**config.mk**
```make
export PLATFORM = sky130hd
export DESIGN_NAME = lif_neurons
export DESIGN_NICKNAME = d
export VERILOG_FILES = /design/src/rtl/lif_neurons.sv
export SDC_FILE = /design/constraint.sdc
export NUM_CORES = 2
export LEC_CHECK = 0
export ABC_AREA = 1
export BUFFER_PORTS_ARGS = -buffer_cell sky130_fd_sc_hd__clkbuf_2
export CAP_MARGIN = 0
export CORE_ASPECT_RATIO = 1.4
export CORE_MARGIN = 4
export CORE_UTILIZATION = 41
export CTS_CLUSTER_DIAMETER = 50
export DETAILED_ROUTE_END_ITERATION = 7
export GPL_ROUTABILITY_DRIVEN = 0
export SYNTH_ARGS = -nofsm -noshare
export SYNTH_HDL_FRONTEND = slang
export SYNTH_SLANG_ARGS = --single-unit
```
**constraint.sdc**
```tcl
create_clock -name clk -period 16.3 [get_ports clk]
set_input_delay 4.075 -clock clk [delete_from_list [all_inputs] [get_ports clk]]
set_output_delay 4.075 -clock clk [all_outputs]
set_load 0.1 [all_outputs]
```
**src/rtl/lif_neurons.sv**
```systemverilog
// lif_neurons: bank of leaky integrate-and-fire neurons fed by MAC lane products
module lif_neurons #(
  parameter int NUM_NEURONS = 8,
  parameter int POT_W       = 24,
  parameter int REFRAC_W    = 4
) (
  input  logic                          clk,
  input  logic                          reset,
  input  logic [16*NUM_NEURONS-1:0]     ins,
  input  logic [NUM_NEURONS-1:0]        inValids,
  input  logic                          tick,
  input  logic [POT_W-1:0]              threshold,
  input  logic [3:0]                    leakShift,
  input  logic [REFRAC_W-1:0]           refracCycles,
  output logic [NUM_NEURONS-1:0]        spikes,
  output logic                          spikeValid,
  output logic [POT_W*NUM_NEURONS-1:0]  potentials,
  output logic [15:0]                   spikeCount
);
  localparam int CNT_W = $clog2(NUM_NEURONS + 1);
  localparam logic signed [POT_W-1:0] POT_MAX = {1'b0, {(POT_W-1){1'b1}}};
  localparam logic signed [POT_W-1:0] POT_MIN = {1'b1, {(POT_W-1){1'b0}}};
  logic signed [POT_W-1:0]  r_pot [NUM_NEURONS];
  logic [REFRAC_W-1:0]      r_rc [NUM_NEURONS];
  logic signed [POT_W-1:0]  w_pot_nxt [NUM_NEURONS];
  logic [REFRAC_W-1:0]      w_rc_nxt [NUM_NEURONS];
  logic [NUM_NEURONS-1:0]   w_fire;
  logic [NUM_NEURONS-1:0]   r_spikes;
  logic                     r_spike_valid;
  logic [15:0]              r_count;
  logic [CNT_W-1:0]         w_pop;
  logic [16:0]              w_count_sum;
  for (genvar i = 0; i < NUM_NEURONS; i++) begin : g_lane
    logic signed [POT_W-1:0] w_in, w_sat, w_v, w_leak;
    logic signed [POT_W:0]   w_sum;
    logic                    w_idle;
    assign w_idle   = r_rc[i] == '0;
    assign w_in     = {{(POT_W-16){ins[16*i+15]}}, ins[16*i +: 16]};
    // one extra bit of headroom exposes overflow so the sum clamps instead of wrapping
    assign w_sum    = {r_pot[i][POT_W-1], r_pot[i]} + {w_in[POT_W-1], w_in};
    assign w_sat    = (w_sum[POT_W] == w_sum[POT_W-1]) ? w_sum[POT_W-1:0] : (w_sum[POT_W] ? POT_MIN : POT_MAX);
    assign w_v      = (inValids[i] && w_idle) ? w_sat : r_pot[i];
    assign w_fire[i] = w_idle && (w_v >= $signed(threshold));
    assign w_leak   = (leakShift == 4'd0) ? w_v : w_v - (w_v >>> leakShift);
    assign w_pot_nxt[i] = !tick ? w_v : (w_fire[i] || !w_idle) ? '0 : w_leak;
    assign w_rc_nxt[i]  = !tick ? r_rc[i] : w_fire[i] ? refracCycles : w_idle ? r_rc[i] : r_rc[i] - REFRAC_W'(1);
    assign potentials[POT_W*i +: POT_W] = r_pot[i];
  end
  // number of lanes firing on this tick
  always_comb begin
    w_pop = '0;
    for (int k = 0; k < NUM_NEURONS; k++) w_pop += CNT_W'(w_fire[k]);
  end
  assign w_count_sum = {1'b0, r_count} + 17'(w_pop);
  // lane state, spike vector and saturating spike counter
  always_ff @(posedge clk) begin
    if (reset) begin
      for (int k = 0; k < NUM_NEURONS; k++) begin
        r_pot[k] <= '0;
        r_rc[k]  <= '0;
      end
      r_spikes      <= '0;
      r_spike_valid <= 1'b0;
      r_count       <= '0;
    end else begin
      for (int k = 0; k < NUM_NEURONS; k++) begin
        r_pot[k] <= w_pot_nxt[k];
        r_rc[k]  <= w_rc_nxt[k];
      end
      r_spike_valid <= tick;
      if (tick) begin
        r_spikes <= w_fire;
        r_count  <= w_count_sum[16] ? 16'hFFFF : w_count_sum[15:0];
      end
    end
  end
  assign spikes     = r_spikes;
  assign spikeValid = r_spike_valid;
  assign spikeCount = r_count;
endmodule

```
# [Word level (Yosys, flattened, before mapping)]
# Memories as Yosys holds them, arrays and structs flattened.
# Cells that the tools add are included.
[totals] output_inout_bits=217 register_bits=25 memories=2 mem_bits_rw=224
[classes] magnitude_cmp=8 muxes=92 reduce_logical=41 eq_ne=8 add_sub_neg=32 n_shift=8 bitwise=16
[mem_list] name="r_pot" depth=8 word_bits=24 read_ports=8 rd_clocked_by_memory_dff=0 wr=8 line="23" rtl="logic signed [POT_W-1:0] r_pot [NUM_NEURONS];"
[mem_list] name="r_rc" depth=8 word_bits=4 read_ports=8 rd_clocked_by_memory_dff=0 wr=8 line="24" rtl="logic [REFRAC_W-1:0] r_rc [NUM_NEURONS];"
[op_table] operator="two-way mux 24 bit" n=56
[op_table] operator="adder 24 x 16 -> 25 bit" n=8
[op_table] operator=">= comparator 24 bit" n=8
[op_table] operator=">>> shifter 24 x 4 -> 24 bit" n=8
[op_table] operator="subtractor 24 bit" n=8
[op_table] operator="two-way mux 4 bit" n=32
[op_table] operator="logical NOT 4 bit" n=9
[op_table] operator="subtractor 4 x 1 -> 4 bit, second input constant" n=8
[op_table] operator="adder 16 x 4 -> 17 bit" n=1
[op_table] operator="adder 4 x 1 -> 4 bit" n=4
[op_table] operator="logical AND 1 bit" n=16
[op_table] operator="two-way mux 16 bit" n=1
[op_table] operator="OR 1 bit" n=16
[op_table] operator="== test 1 bit" n=8
[op_table] operator="logical NOT 1 bit" n=8
[op_table] operator="logical OR 1 bit" n=8
[op_table] operator="adder 3 x 1 -> 4 bit" n=1
[op_table] operator="adder 2 x 1 -> 3 bit" n=1
[op_table] operator="two-way mux 1 bit" n=3
[op_table] operator="adder 1 x 1 -> 2 bit" n=1

# [Logic depth before layout (Yosys ltp)]
[logic_depth] ltp_word=15 mapped_depth=56 ltp_nobuf=54

# [Worst setup path after synthesis]
# OpenSTA, ideal clock, no wires.
[synth_timing] path_kind="input -> register" from="input port ins[6]" to="register r_count[9] (netlist: spikeCount[9])" path_slack_ns=4.689 t_arrival_ns=11.553 t_required_ns=16.242 path_buffers=1 stages=49 cell_sequence="ha_1 > nand2_1 > nor2_1 > nand2_1 > nor2_1 > nand2_1 > nand3_1 > nand3_1 > nand2_1 > xor2_1 > inv_1 > ha_1 > clkinv_1 > clkbuf_1 > nand3_1 > nand3_4 > nand2_1 > inv_1 > [... 13 more ...] > fa_1 > fa_1 > fa_1 > inv_1 > nand2_1 > o21ai_1 > nand2_1 > nor2_1 > inv_1 > nor2_1 > inv_1 > nor2_1 > inv_1 > nor2_1 > inv_2 > o21ai_0 > o21ai_0 > inv_1"
[synth_between] elab_chain_cells=15
[synth_rtl] item="start, declared" line="9" rtl="input logic [16*NUM_NEURONS-1:0] ins,"
[synth_rtl] item="adder 24 x 16 -> 25 bit (*)" line="40" rtl="assign w_sum = {r_pot[i][POT_W-1], r_pot[i]} + {w_in[POT_W-1], w_in};"
[synth_rtl] item="two-way mux 24 bit or == test 1 bit (tied branches)" line="41" rtl="assign w_sat = (w_sum[POT_W] == w_sum[POT_W-1]) ? w_sum[POT_W-1:0] : (w_sum[POT_W] ? POT_MIN : POT_MAX);"
[synth_rtl] item="two-way mux 24 bit (*)" line="41"
[synth_rtl] item="two-way mux 24 bit (*)" line="42" rtl="assign w_v = (inValids[i] && w_idle) ? w_sat : r_pot[i];"
[synth_rtl] item=">= comparator 24 bit (*)" line="43" rtl="assign w_fire[i] = w_idle && (w_v >= $signed(threshold));"
[synth_rtl] item="logical AND 1 bit (*)" line="43"
[synth_rtl] item="named net w_fire[0]" line="27" rtl="logic [NUM_NEURONS-1:0] w_fire;"
[synth_rtl] item="adder 1 x 1 -> 2 bit (*)" line="52" rtl="for (int k = 0; k < NUM_NEURONS; k++) w_pop += CNT_W'(w_fire[k]);"
[synth_rtl] item="adder 2 x 1 -> 3 bit (*)" line="52"
[synth_rtl] item="adder 3 x 1 -> 4 bit (*)" line="52"
[synth_rtl] item="adder 4 x 1 -> 4 bit (*) (4 in a row)" line="52"
[synth_rtl] item="adder 16 x 4 -> 17 bit (*)" line="54" rtl="assign w_count_sum = {1'b0, r_count} + 17'(w_pop);"
[synth_rtl] item="two-way mux 16 bit (*)" line="73" rtl="r_count <= w_count_sum[16] ? 16'hFFFF : w_count_sum[15:0];"
[synth_rtl] item="end signal, assigned" line="73"
[synth_rtl] item="end, declared" line="30" rtl="logic [15:0] r_count;"
# The timed path passes the listed nets; every way through them passes the cells marked *.
# A chain may end at the register's enable or synchronous reset.

# [Final worst setup path]
[layout_timing] from="input port ins[15]" to="register r_count[9] (netlist: spikeCount[9])"
# Same word-level chain as after synthesis.

==> metrics.txt <==
Antenna Nets Post-Route=0; Worst Path Required=around 17 ns; outcome=finished, final reports clean; Synth Instances=9,064; syn nets=between 9,000 and 10,000; fmax=78.5 MHz; setup violators final=0; Final WS setup=approximately 3.6 ns; initial antenna violation count=4; largest area contributor in the netlist=nand2_1; Fin Setup TNS=0 ns; Synth Flop Type=dfxtp_1; first-pass GRT wire length=roughly 320,000 um; pre-CTS setup slack=around 3 ns; die area=between 100,000 and 150,000 sq um; P&R area growth vs syn=9.61%; DR iter-0 viols=about 5,200; Core ar.=124,000 sq um; final hold slack=~0.5 ns; Clock Tree Root=clkbuf_16; Setup Skew=approximately 0.025 ns; sequential element share of the synthesized area=between 9 and 10%; total global-route track usage=a little under a third; worst min-delay path class=reg2reg; post-DR wirelength/cell=roughly 19 um; slowest CP cell=clkinv_1; DP HPWL=between 150,000 and 200,000 um; worst endpoint data arrival time=about 13 ns; average size of a mapped cell=5.65 sq um; CTS sink cnt=~250; Bufs and invs on worst path=12; layout cell share with drive strength beyond 1=9.60%; DRC=0; IO buf count=approximately 390; Starting Density=between 40% and 50%; clk_lat worst skew=0.64 ns; Post-CTS Hold Buffers=0; Post-Route WL=210,000 um; Worst-path clk slew=roughly 0.050 ns; critical path launch point type=input pin; Final Net Count=10,100; flops & latches, synth=249; Final Instance Area=56,100 sq um; Synth async-reset ratio=0%; die height=426 um; Yosys top cell area share=between 20% and 30%; family with the most delay on the worst path=simple AND/OR/NAND/NOR gates; most common cell in the netlist=nand2_1; unrepaired setup endpoints after global routing=no; Post-Syn Area=roughly 50,000 sq um; WS Path Type=in2reg; CP Max Fanout=19; # Post-CTS Setup Buffers=0; CTS resizes=0; number of global-route vias before repair=57,500; # H-tree levels=2; Rel. slew slack=roughly 22%; Rows=153; DR pass1 iterations=8; Vias per Instance=approximately 5.6; worst slew pin tran=1.16 ns; total number of vias=between 60,000 and 70,000; Max Slew Vio Count=0; CTS tree=yes; final hold vios=0; Yosys Warn Count=0; GRT Residual Overflow=0; chip width=between 300 and 400 um; largest net degree at the start of global routing=roughly 110; max incr delay on CP=between 0.5 and 0.6 ns; placed cell areas=~54,000 sq um; crit end category=register; CTS buffer count=52; final period utilization=78.2%; synth top area cells=nand2_1 21%, ha_1 15%, nand3_1 14%, dfxtp_1 9.7%, inv_1 7.8%; Bufs on Longest Clock Path=3; max cap viols=0; synth unique cells=56; most frequent cells after synthesis=2,894 x nand2_1, 1,431 x nand3_1, 1,071 x inv_1, 614 x nor2_1, 606 x ha_1; Post-synth EDFFs=0; I/O pin total=around 390; CP most frequent cell=nand2_1; Final Critical Period=between 10 and 15 ns
[worst register-to-register path: cells and delay by family, from the launching register on]
| family | cells | cell delay, ns |
|---|---|---|
| AO/OA/AOI/OAI | 3 | 0.35 |
| XOR/XNOR | 1 | 0.18 |
| flip-flops | 1 | 0.39 |
| adder cells (fa/ha/maj) | 8 | 3.50 |
| AND/OR/NAND/NOR | 25 | 3.70 |
| buffers and inverters | 11 | 1.33 |
[logic make-up after synthesis]
family	after synthesis	share of synthesized area, %
compound gates	1136	12.8
xor+xnor	155	2.65
fa+ha+maj	627	15.6
buf+inv	1366	10.8
flops	249	9.73
simple gates	5531	48.5
[flip-flops by register name (all words and copies together), names as in the netlist]
signal      flops
r_pot         192
r_rc           32
spikeCount     16
spikes          8
spikeValid      1
[cells in the final DEF (no fill, tap or decap), types with 80 or more instances in the layout]
cell and instances:
xor2_1 80, a211oi_1 114, nor2_1 612, nand2_1 2893, nand3_1 1431, ha_1 606
inv_1 1069, o21ai_0 262, clkbuf_2 383, or2_2 80, dfxtp_1 249, a21oi_1 502
nand3_2 117, nand4_1 106
[area by class of cell]
cell class                 count  area [sq um]
multi-input combinational   7449         40800
clock buffer                  61          1420
inverter                    1089          4100
tap                         1627          2040
sequential                   249          4980
antenna                        4          10.0
timing repair buffer         446          2400
fill                       13700         68100
clock inverter                37           433
[layer usage]
| metal | vias to the layer above | track usage, % | part of all wire [%] | wire (um) |
|---|---|---|---|---|
| met5 | - | 0 | 0.0071 | 15 |
| li1 | 30600 | - | - | - |
| met2 | 2473 | 52.7 | 46 | 96400 |
| met4 | 4 | 17.7 | 6.8 | 14400 |
| met1 | 27700 | 36.1 | 40 | 83500 |
| met3 | 669 | 4.94 | 7.6 | 15900 |
[path summary, 6_finish.rpt]
path,from,to,slack [ns],cells after the start
hold / removal,r_rc[0][11],r_rc[0][11],0.50,2
setup reg to reg,r_pot[0][5],spikeCount[9],6.79,48
hold reg to reg,r_rc[0][11],r_rc[0][11],0.50,2
setup / recovery,ins[15],spikeCount[9],3.55,49
[per-stage QoR]
step | util (%) | instances
3_5_place_dp | 43.7 | 10900
5_1_grt | 45.2 | 11000
3_3_place_gp | 43.7 | 10900
4_1_cts | 45.2 | 11000
6_report | 45.2 | 11000
2_1_floorplan | - | 9064
Power is left out: the tool's default activity adds up to more than one toggle a clock period on the data nets, which glitch-free logic cannot reach.
